<file path="config.mk">
export PLATFORM = sky130hd
export DESIGN_NAME = ringbuf_pairfold
export DESIGN_NICKNAME = d
export VERILOG_FILES = /design/src/rtl/ringbuf_pairfold.sv
export SDC_FILE = /design/constraint.sdc
export NUM_CORES = 1
export LEC_CHECK = 0
export ABC_CLOCK_PERIOD_IN_PS = 2500
export CORE_UTILIZATION = 52
export DETAILED_ROUTE_END_ITERATION = 8
export PLACE_DENSITY = 0.85
export SLEW_MARGIN = 20
export SYNTH_ARGS = -nofsm -noshare
export SYNTH_HDL_FRONTEND = slang
export SYNTH_SLANG_ARGS = --single-unit
export TNS_END_PERCENT = 20
</file>
<file path="constraint.sdc">
create_clock -name clk -period 2.5 [get_ports clk]
set_clock_uncertainty 0.05 [all_clocks]
set_input_delay 0.5 -clock clk [delete_from_list [all_inputs] [get_ports clk]]
set_output_delay 0.5 -clock clk [all_outputs]
set_load 0.03 [all_outputs]
</file>
<file path="src/rtl/ringbuf_pairfold.sv">
// Circular register-array sequence buffer with in-order rotate and pair-fold traversal.
// Optional debug port q_all (logical-order snapshot) is enabled by defining RINGBUF_Q_ALL_EN.
module ringbuf_pairfold #(
  parameter int nbits  = 8,
  parameter int nwords = 8
) (
  input  logic                         clk,
  input  logic                         rstb,
  input  logic                         clr,
  input  logic                         ld,
  input  logic                         en,
  input  logic                         fold,
  input  logic                         wren,
  input  logic [nbits-1:0]             d,
  output logic [nbits-1:0]             q0,
  output logic [nbits-1:0]             q1,
  output logic                         q1_vld,
  output logic [$clog2(nwords+1)-1:0]  count,
  output logic [$clog2(nwords+1)-1:0]  rem,
  output logic                         round_done,
`ifdef RINGBUF_Q_ALL_EN
  output logic [nwords-1:0][nbits-1:0] q_all,
`endif
  output logic                         err
);

  localparam int CW = $clog2(nwords + 1);
  localparam int PW = $clog2(nwords);
  localparam logic [CW-1:0] FULL = CW'(nwords);

  generate
    if (nwords < 2) begin : g_bad_nwords
      $error("ringbuf_pairfold: nwords must be >= 2");
    end
    if (nbits < 1) begin : g_bad_nbits
      $error("ringbuf_pairfold: nbits must be >= 1");
    end
  endgenerate

  logic [nbits-1:0] mem [nwords];
  logic [PW-1:0]    h, t;

  logic [PW-1:0]    h1, h2, h_step;
  logic             pair;
  logic             step_ok;
  logic [CW-1:0]    count_step;
  logic [CW-1:0]    rem_dec;
  logic             mem_we;
  logic [nbits-1:0] mem_wd;

  function automatic logic [PW-1:0] wrap_inc(input logic [PW-1:0] p);
    return (p == PW'(nwords - 1)) ? '0 : p + PW'(1);
  endfunction

  always_comb begin
    h1         = wrap_inc(h);
    h2         = wrap_inc(h1);
    q0         = (count == '0) ? '0 : mem[h];
    q1_vld     = (rem >= CW'(2));
    q1         = q1_vld ? mem[h1] : '0;
    step_ok    = en && (count != '0);
    // A fold consumes two elements only while the partner is still in this round.
    pair       = fold && q1_vld;
    h_step     = pair ? h2 : h1;
    count_step = pair ? count - CW'(1) : count;
    rem_dec    = pair ? rem - CW'(2) : rem - CW'(1);
    mem_we     = rstb && !clr && (step_ok || (!en && ld && (count != FULL)));
    mem_wd     = en ? (wren ? d : q0) : d;
  end

  // Storage: the write slot is the tail; when full, t==h and the popped slot is reused.
  always_ff @(posedge clk) begin
    if (mem_we) mem[t] <= mem_wd;
  end

  always_ff @(posedge clk) begin
    if (!rstb) begin
      h          <= '0;
      t          <= '0;
      count      <= '0;
      rem        <= '0;
      err        <= 1'b0;
      round_done <= 1'b0;
    end else begin
      round_done <= 1'b0;
      if (clr) begin
        count <= '0;
        rem   <= '0;
        h     <= t;
      end else if (en) begin
        if (count == '0) begin
          err <= 1'b1;
        end else begin
          h     <= h_step;
          t     <= wrap_inc(t);
          count <= count_step;
          if (rem_dec == '0) begin
            rem        <= count_step;
            round_done <= 1'b1;
          end else begin
            rem <= rem_dec;
          end
        end
      end else if (ld) begin
        if (count == FULL) begin
          err <= 1'b1;
        end else begin
          t     <= wrap_inc(t);
          count <= count + CW'(1);
          rem   <= count + CW'(1);
        end
      end
    end
  end

`ifdef RINGBUF_Q_ALL_EN
  function automatic logic [PW-1:0] logical_idx(input logic [PW-1:0] p, input int i);
    int s;
    s = int'(p) + i;
    if (s >= nwords) s = s - nwords;
    return PW'(s);
  endfunction

  always_comb begin
    for (int i = 0; i < nwords; i++) begin
      q_all[i] = (i < int'(count)) ? mem[logical_idx(h, i)] : '0;
    end
  end
`endif

endmodule

</file>
======== Word-level counts from Yosys, hierarchy flattened ========
Memories as Yosys holds them, arrays and structs flattened. A register that Yosys moved wholly into a read port is not among the register bits.
Index checks and enable logic that the tools add are counted.
storage, ports and cells
  flip-flop bits (word level) ............. 16
  bits in latches ......................... 0
  RAM bits ................................ 64
  memory bits (read-only) ................. 0
  bits of input ports ..................... 15
  logic and storage cells ................. 81
  memories ................................ 1
memory list
  memory  words  width  rd ports  clocked after memory_dff  wr ports  line  text
  mem     8      8      2         1                         1         40    logic [nbits-1:0] mem [nwords];
operators by class
  add/subtract/negate cells ............... 7
  multiply operators ...................... 0
  divide/modulo/power cells ............... 0
  $lt $le $gt $ge ......................... 1
  eq/ne operators ......................... 9
  shift-type cells ........................ 0
  muxes and demuxes ....................... 33
  bitwise gates (word level) .............. 3
  reductions and logical operators ........ 21
operators with widths
  cell                 number
  $mux 3               13
  $mux 4               9
  $mux 8               4
  $add 3x1->3 const B  3
  $eq 3x3->1 const B   3
  $logic_not 4->1      2
  $reduce_and 4->1     2
  $sub 4x1->4 const B  2
  $mux 1               7
  $logic_and 1x1->1    6
  $ne 2x2->1 const B   3
  $reduce_bool 2->1    3
  $add 4x1->4 const B  1
  $eq 4x4->1 const B   1
  $ge 4x2->1 const B   1
  $ne 4x4->1 const B   1
  $reduce_bool 4->1    1
  $reduce_or 4->1      1
  $sub 4x2->4 const B  1
  $not 1->1            3
  $reduce_and 3->1     1
  $logic_not 1->1      2
  $ne 2x1->1 const B   1
  $reduce_and 2->1     1
  2 further kinds      2

======== Logic depth before layout (Yosys ltp) ========
Gate-level depths: netlist of run 1.
  depth after elaboration ................. 10
  mapped depth ............................ 9

======== Worst setup path after synthesis of run 1 ========
OpenSTA, ideal clock, no wires.
  path type ............................... reg-to-reg
  start point ............................. register count[0]
  end point ............................... memory mem[0][0] (enable)
  library setup time ...................... 0.383 ns
  data arrival time ....................... 2.207 ns
  data required time ...................... 2.067 ns
  slack ................................... -0.141 ns
  stages on the path, launching flop included .. 7
  buffers on the path ..................... 0
  period minus slack after synthesis ...... 2.641 ns
  path through ............................ dfxtp_1 > inv_1 > ha_1 > nand2b_1 > o22ai_1 > or3_1 > nor3_1
between the ends
  longest elaborated chain between the ends .. 6
  elaborated cells between the ends (all ways) .. 8
  classes of those cells .................. eq/ne (1); mux (2); reduce/logical (5)
ends and longest elaborated chain
  item                                                    line    text
  start: declaration                                      18      output logic [$clog2(nwords+1)-1:0] count,
  start signal: assignment                                96      count <= count_step;
  start signal: assignment                                109     count <= count + CW'(1);
  $ne 4x4->1 / $reduce_bool 4->1 (equally long branches)  67, 61
  $logic_and 1x1->1 (on tied branches)                    67, 61
  $logic_or 1x1->1 *                                      67      mem_we = rstb && !clr && (step_ok || (!en && ld && (count != FULL)));
  $logic_and 1x1->1 *                                     67
  $mux 1 *                                                73      if (mem_we) mem[t] <= mem_wd;
  $mux 1 (not written as such) *                          73
  end: declaration                                        40
Every way passes the cells marked *; elsewhere a longest branch is shown, timed or not.

======== Worst setup path in the final report of run 1 ========
  start point ............................. register h[0]
  end point ............................... output q1[6]
between the ends
  longest elaborated chain between the ends .. 4
  elaborated cells between the ends (all ways) .. 5
  classes of those cells .................. add/sub (1); eq/ne (1); mux (2); memory (1)
ends and longest elaborated chain
  item                                              line  text
  start: declaration                                41    logic [PW-1:0] h, t;
  start signal: assignment                          89    h <= t;
  start signal: assignment                          94    h <= h_step;
  $add 3x1->3 / $eq 3x3->1 (equally long branches)  52    return (p == PW'(nwords - 1)) ? '0 : p + PW'(1);
  $mux 3 *                                          52
  $mem_v2 8x8 *                                     n/a
  $mux 8 *                                          60    q1 = q1_vld ? mem[h1] : '0;
  end: declaration                                  16    output logic [nbits-1:0] q1,
Marks and branches as above.

==> results of run 1 <==
[where the power goes]
| group | internal, W | total [W] | switching, W |
|---|---|---|---|
| registers | 0.00151 | 0.00153 | 0.0000227 |
| logic | 0.000280 | 0.000648 | 0.000368 |
| clock network | 0.000469 | 0.00101 | 0.000537 |
| total | 0.00226 | 0.00319 | 0.000927 |
[worst register-to-register path, delay by kind of cell (launching register included)]
kind / cells / cell delay (ns)
DFF: 1 / 0.53
adders and majority gates: 1 / 0.34
buffers and inverters: 1 / 0.14
and+or+nand+nor: 2 / 0.57
AOI/OAI and AO/OA: 3 / 0.57
[registers in the layout, indices dropped and copies added (netlist names), named ones only]
register    flops
t               3
count           4
rem             4
err             1
round_done      1
h               3
mem            64
[worst max-delay path by stage]
stage,endpoint,slack [ns]
after global placement,q0[1],-0.04
after CTS,q1[3],-0.30
after floorplan,mem[1][0],-0.07
after detailed placement,q0[7],-0.1
after global routing,q1[6],-0.39
final,q1[6],-0.34
[logic make-up (layout without fill, tap and decap cells)]
kind of cell | count (synthesis) | count (layout)
and+or+nand+nor | 104 | 104
AOI/OAI and AO/OA | 83 | 83
DFF | 83 | 83
muxes | 42 | 42
buffers and inverters | 37 | 120
xor gates and xnor gates | 11 | 11
adders and majority gates | 10 | 10
[Yosys cell counts (6+ instances only)]
master	instances
edfxtp_1	64
nor2_1	34
mux4_2	24
nand2_1	23
dfxtp_1	19
a211oi_1	18
mux2i_1	18
a21oi_1	17
ha_1	10
xnor2_1	10
o31ai_1	9
clkbuf_1	8
nor3b_1	8
nand2b_1	7
nand3_1	7
o21ai_1	7
buf_2	6
inv_1	6
[routing by layer]
metal	wire length (um)	vias up
met2	6610	282
li1	-	1581
met4	800	0
met1	4710	1798
met5	0	-
met3	1280	71
[final cells by class]
cell class	instances	share of cell area, %
Clock buffer	9	2.14
Clock inverter	7	1.30
Inverter	8	0.520
Multi-Input combinational cell	250	38.4
Sequential cell	83	40.0
Tap cell	105	2.27
Timing Repair Buffer	96	15.3
[timing repair]
item / 4_1_cts / 5_1_grt
cloned: 1 / 0
pin swaps: 8 / 3
setup buffers: 1 / 1
resized for setup: 50 / 19
endpoints found under the setup margin: 17 / 16
[metrics by stage]
step | total power, W | instance area, um2
floorplan | 0.00193 | 4580
global placement | 0.00214 | 5370
detailed placement | 0.00216 | 5370
CTS | 0.00314 | 5710
global route | 0.00329 | 5780
finish | 0.00319 | 5780
==> results by group, run 1 <==
Synth
  – Netlist Area Pre-Place: 0.00458 mm2
  – Syn_nets: 395
  – Yosys top cell area share: 42.0%
  – Synth cell types: 60
  – Post-synth EDFFs: 64
  – Synth Area in Adders: 2.73%
  – Synthesized area per cell: 12.4 um2
  – Mux contribution to synthesized area: 15.7%
  – Sequential area share after synthesis: 50.3%
  – Yosys warning total: 0
  – Post-Synth XOR/XNOR Area: 2.10%
  – Post-synth ARST share: 0%
  – Ys flop type: edfxtp_1
  – Largest family of logic cells by synthesized area: multiplexers
  – Number of synthesized register bits: 83
  – Yosys top cell by area: edfxtp_1
  – Post-synthesis simple-gate area fraction: 11.6%
  – Compound-Gate Fraction of Synth Area: 13.1%
  – Synth Instances: 370
  – Top cells by area, synth: edfxtp_1, mux4_2, dfxtp_1

Hold path
  – Worst min path class: reg -> reg
  – Hold Path Depth: 1
  – Hold EP: err
  – Min-Delay Startpoint: err

Floorplanning
  – Site row count: 33
  – Chip width: 95.8 um
  – Core Region: 0.00838 mm2
  – Initial Util: 54.6%
  – Die area: 0.00918 mm2
  – IO Pins: 42
  – Chip height: 95.8 um

Power
  – Peak VDD IR: 0.408 mV
  – P_leak: 2.00 nW
  – PwrDens: 552 mW/mm2

STA
  – Minimum clock period: 2.84 ns
  – Hold slack final: 0.435 ns
  – Final WS setup: -0.338 ns
  – Setup-failing EPs final: 13
  – Worst-Margin Slew: 0.751 ns
  – Final hold viol count: 0
  – Max-slew headroom: 49.5%
  – RSZ-0062 raised after global routing: yes
  – Fin crit share: 114%
  – Fmax: 352 MHz
  – Slew Limit Fails: 0
  – Setup TNS: -2.35 ns

Clock network
  – Clk sinks: 83
  – Clock buffer depth: 2
  – Skew-Pair Late Insertion Delay: 0.36 ns
  – Root Buffer: clkbuf_8
  – CTS tree: built
  – Clock slew at reported path FFs: 0.09 ns
  – CTS Buf Count: 9
  – CTS Hold Bufs: 0
  – H-tree levels: 3

Layout
  – Reg area: 0.00231 mm2
  – Synth-to-layout area growth: 26.2%
  – Layout fillers: 519
  – Share of cells above drive strength 1: 33.1%
  – Final Non-Filler Cells: 558
  – Most common cell after layout, fill and taps aside: edfxtp_1
  – Fin nets: 473
  – Commonest non-fill, non-tap cells in the layout: edfxtp_1, buf_4, nor2_1
  – Core Util, Final: 68.9%
  – Antenna Diode Count: 0
  – Area of the multi-input gates: 0.00222 mm2

Setup path
  – CP max FO: 5
  – Critical Path Start Type: flop
  – Crit path max-delay family: multiplexers
  – CP max-delay cell: mux4_2
  – Setup slack, reg-to-reg: 0.19 ns
  – CP dominant cell by count: ha_4
  – CP Class: reg -> out
  – CP bufs+invs: 2
  – Worst reg2reg startpoint: rem[2]
  – Kind of end point of the critical path: primary output
  – Critical path's largest stage delay: 0.52 ns
  – CP Cell Sequence: ha_4 > ha_4 > nor2_4 > buf_12 > mux4_2 > a21oi_2 > nor2_1 > buf_4
  – CP Depth: 8
  – Worst Path Required: 1.95 ns
  – CP Launch Point: h[0]
  – R2r worst-path depth: 7
  – FF-to-FF End: rem[1]
  – Critical Path AT: 2.29 ns

Global route
  – Initial antenna violation count: 0
  – Vias in the first global route: 3691
  – Aggregate global routing overflow: 0
  – Met1 usage: 37.2%
  – Met2 usage: 49.5%
  – Largest net degree at the start of global routing: 20
  – Gr usage total: 30.0%
  – Global Route met3 Usage: 6.40%
  – First-pass GRT wire length: 19800 um
  – Global routing's busiest layer: met2

Routing
  – Routed WL: 13400 um
  – DRT iter0 DRCs: 393
  – # DRC: 0
  – Vias per cell: 6.69
  – WL/cell: 24.0 um
  – Antenna Violating Nets Remaining: 0
  – Total vias in the final route: 3732
  – First-pass iteration count of the detailed router: 5

Placed design
  – Pre-CTS setup slack: -0.0997 ns
  – Placed wire-length estimate: 8360 um
  – Inst Count DP: 539
  – GP Congestion: 0.860
  – Input/output buffers: 41

Outcome
  – Outcome: finished, violations left
  – Violated checks: setup timing

Run
  – Max-Cap Viols: 0
No activity file was read; power rests on OpenSTA's default activity.
==> run 2: changes to the inputs <==
Settings changed: GPL_TIMING_DRIVEN set to 1, SLEW_MARGIN 20 to not set.
==> results of run 2 <==
The final DEF is identical to that of run 1; final timing and power are the same.
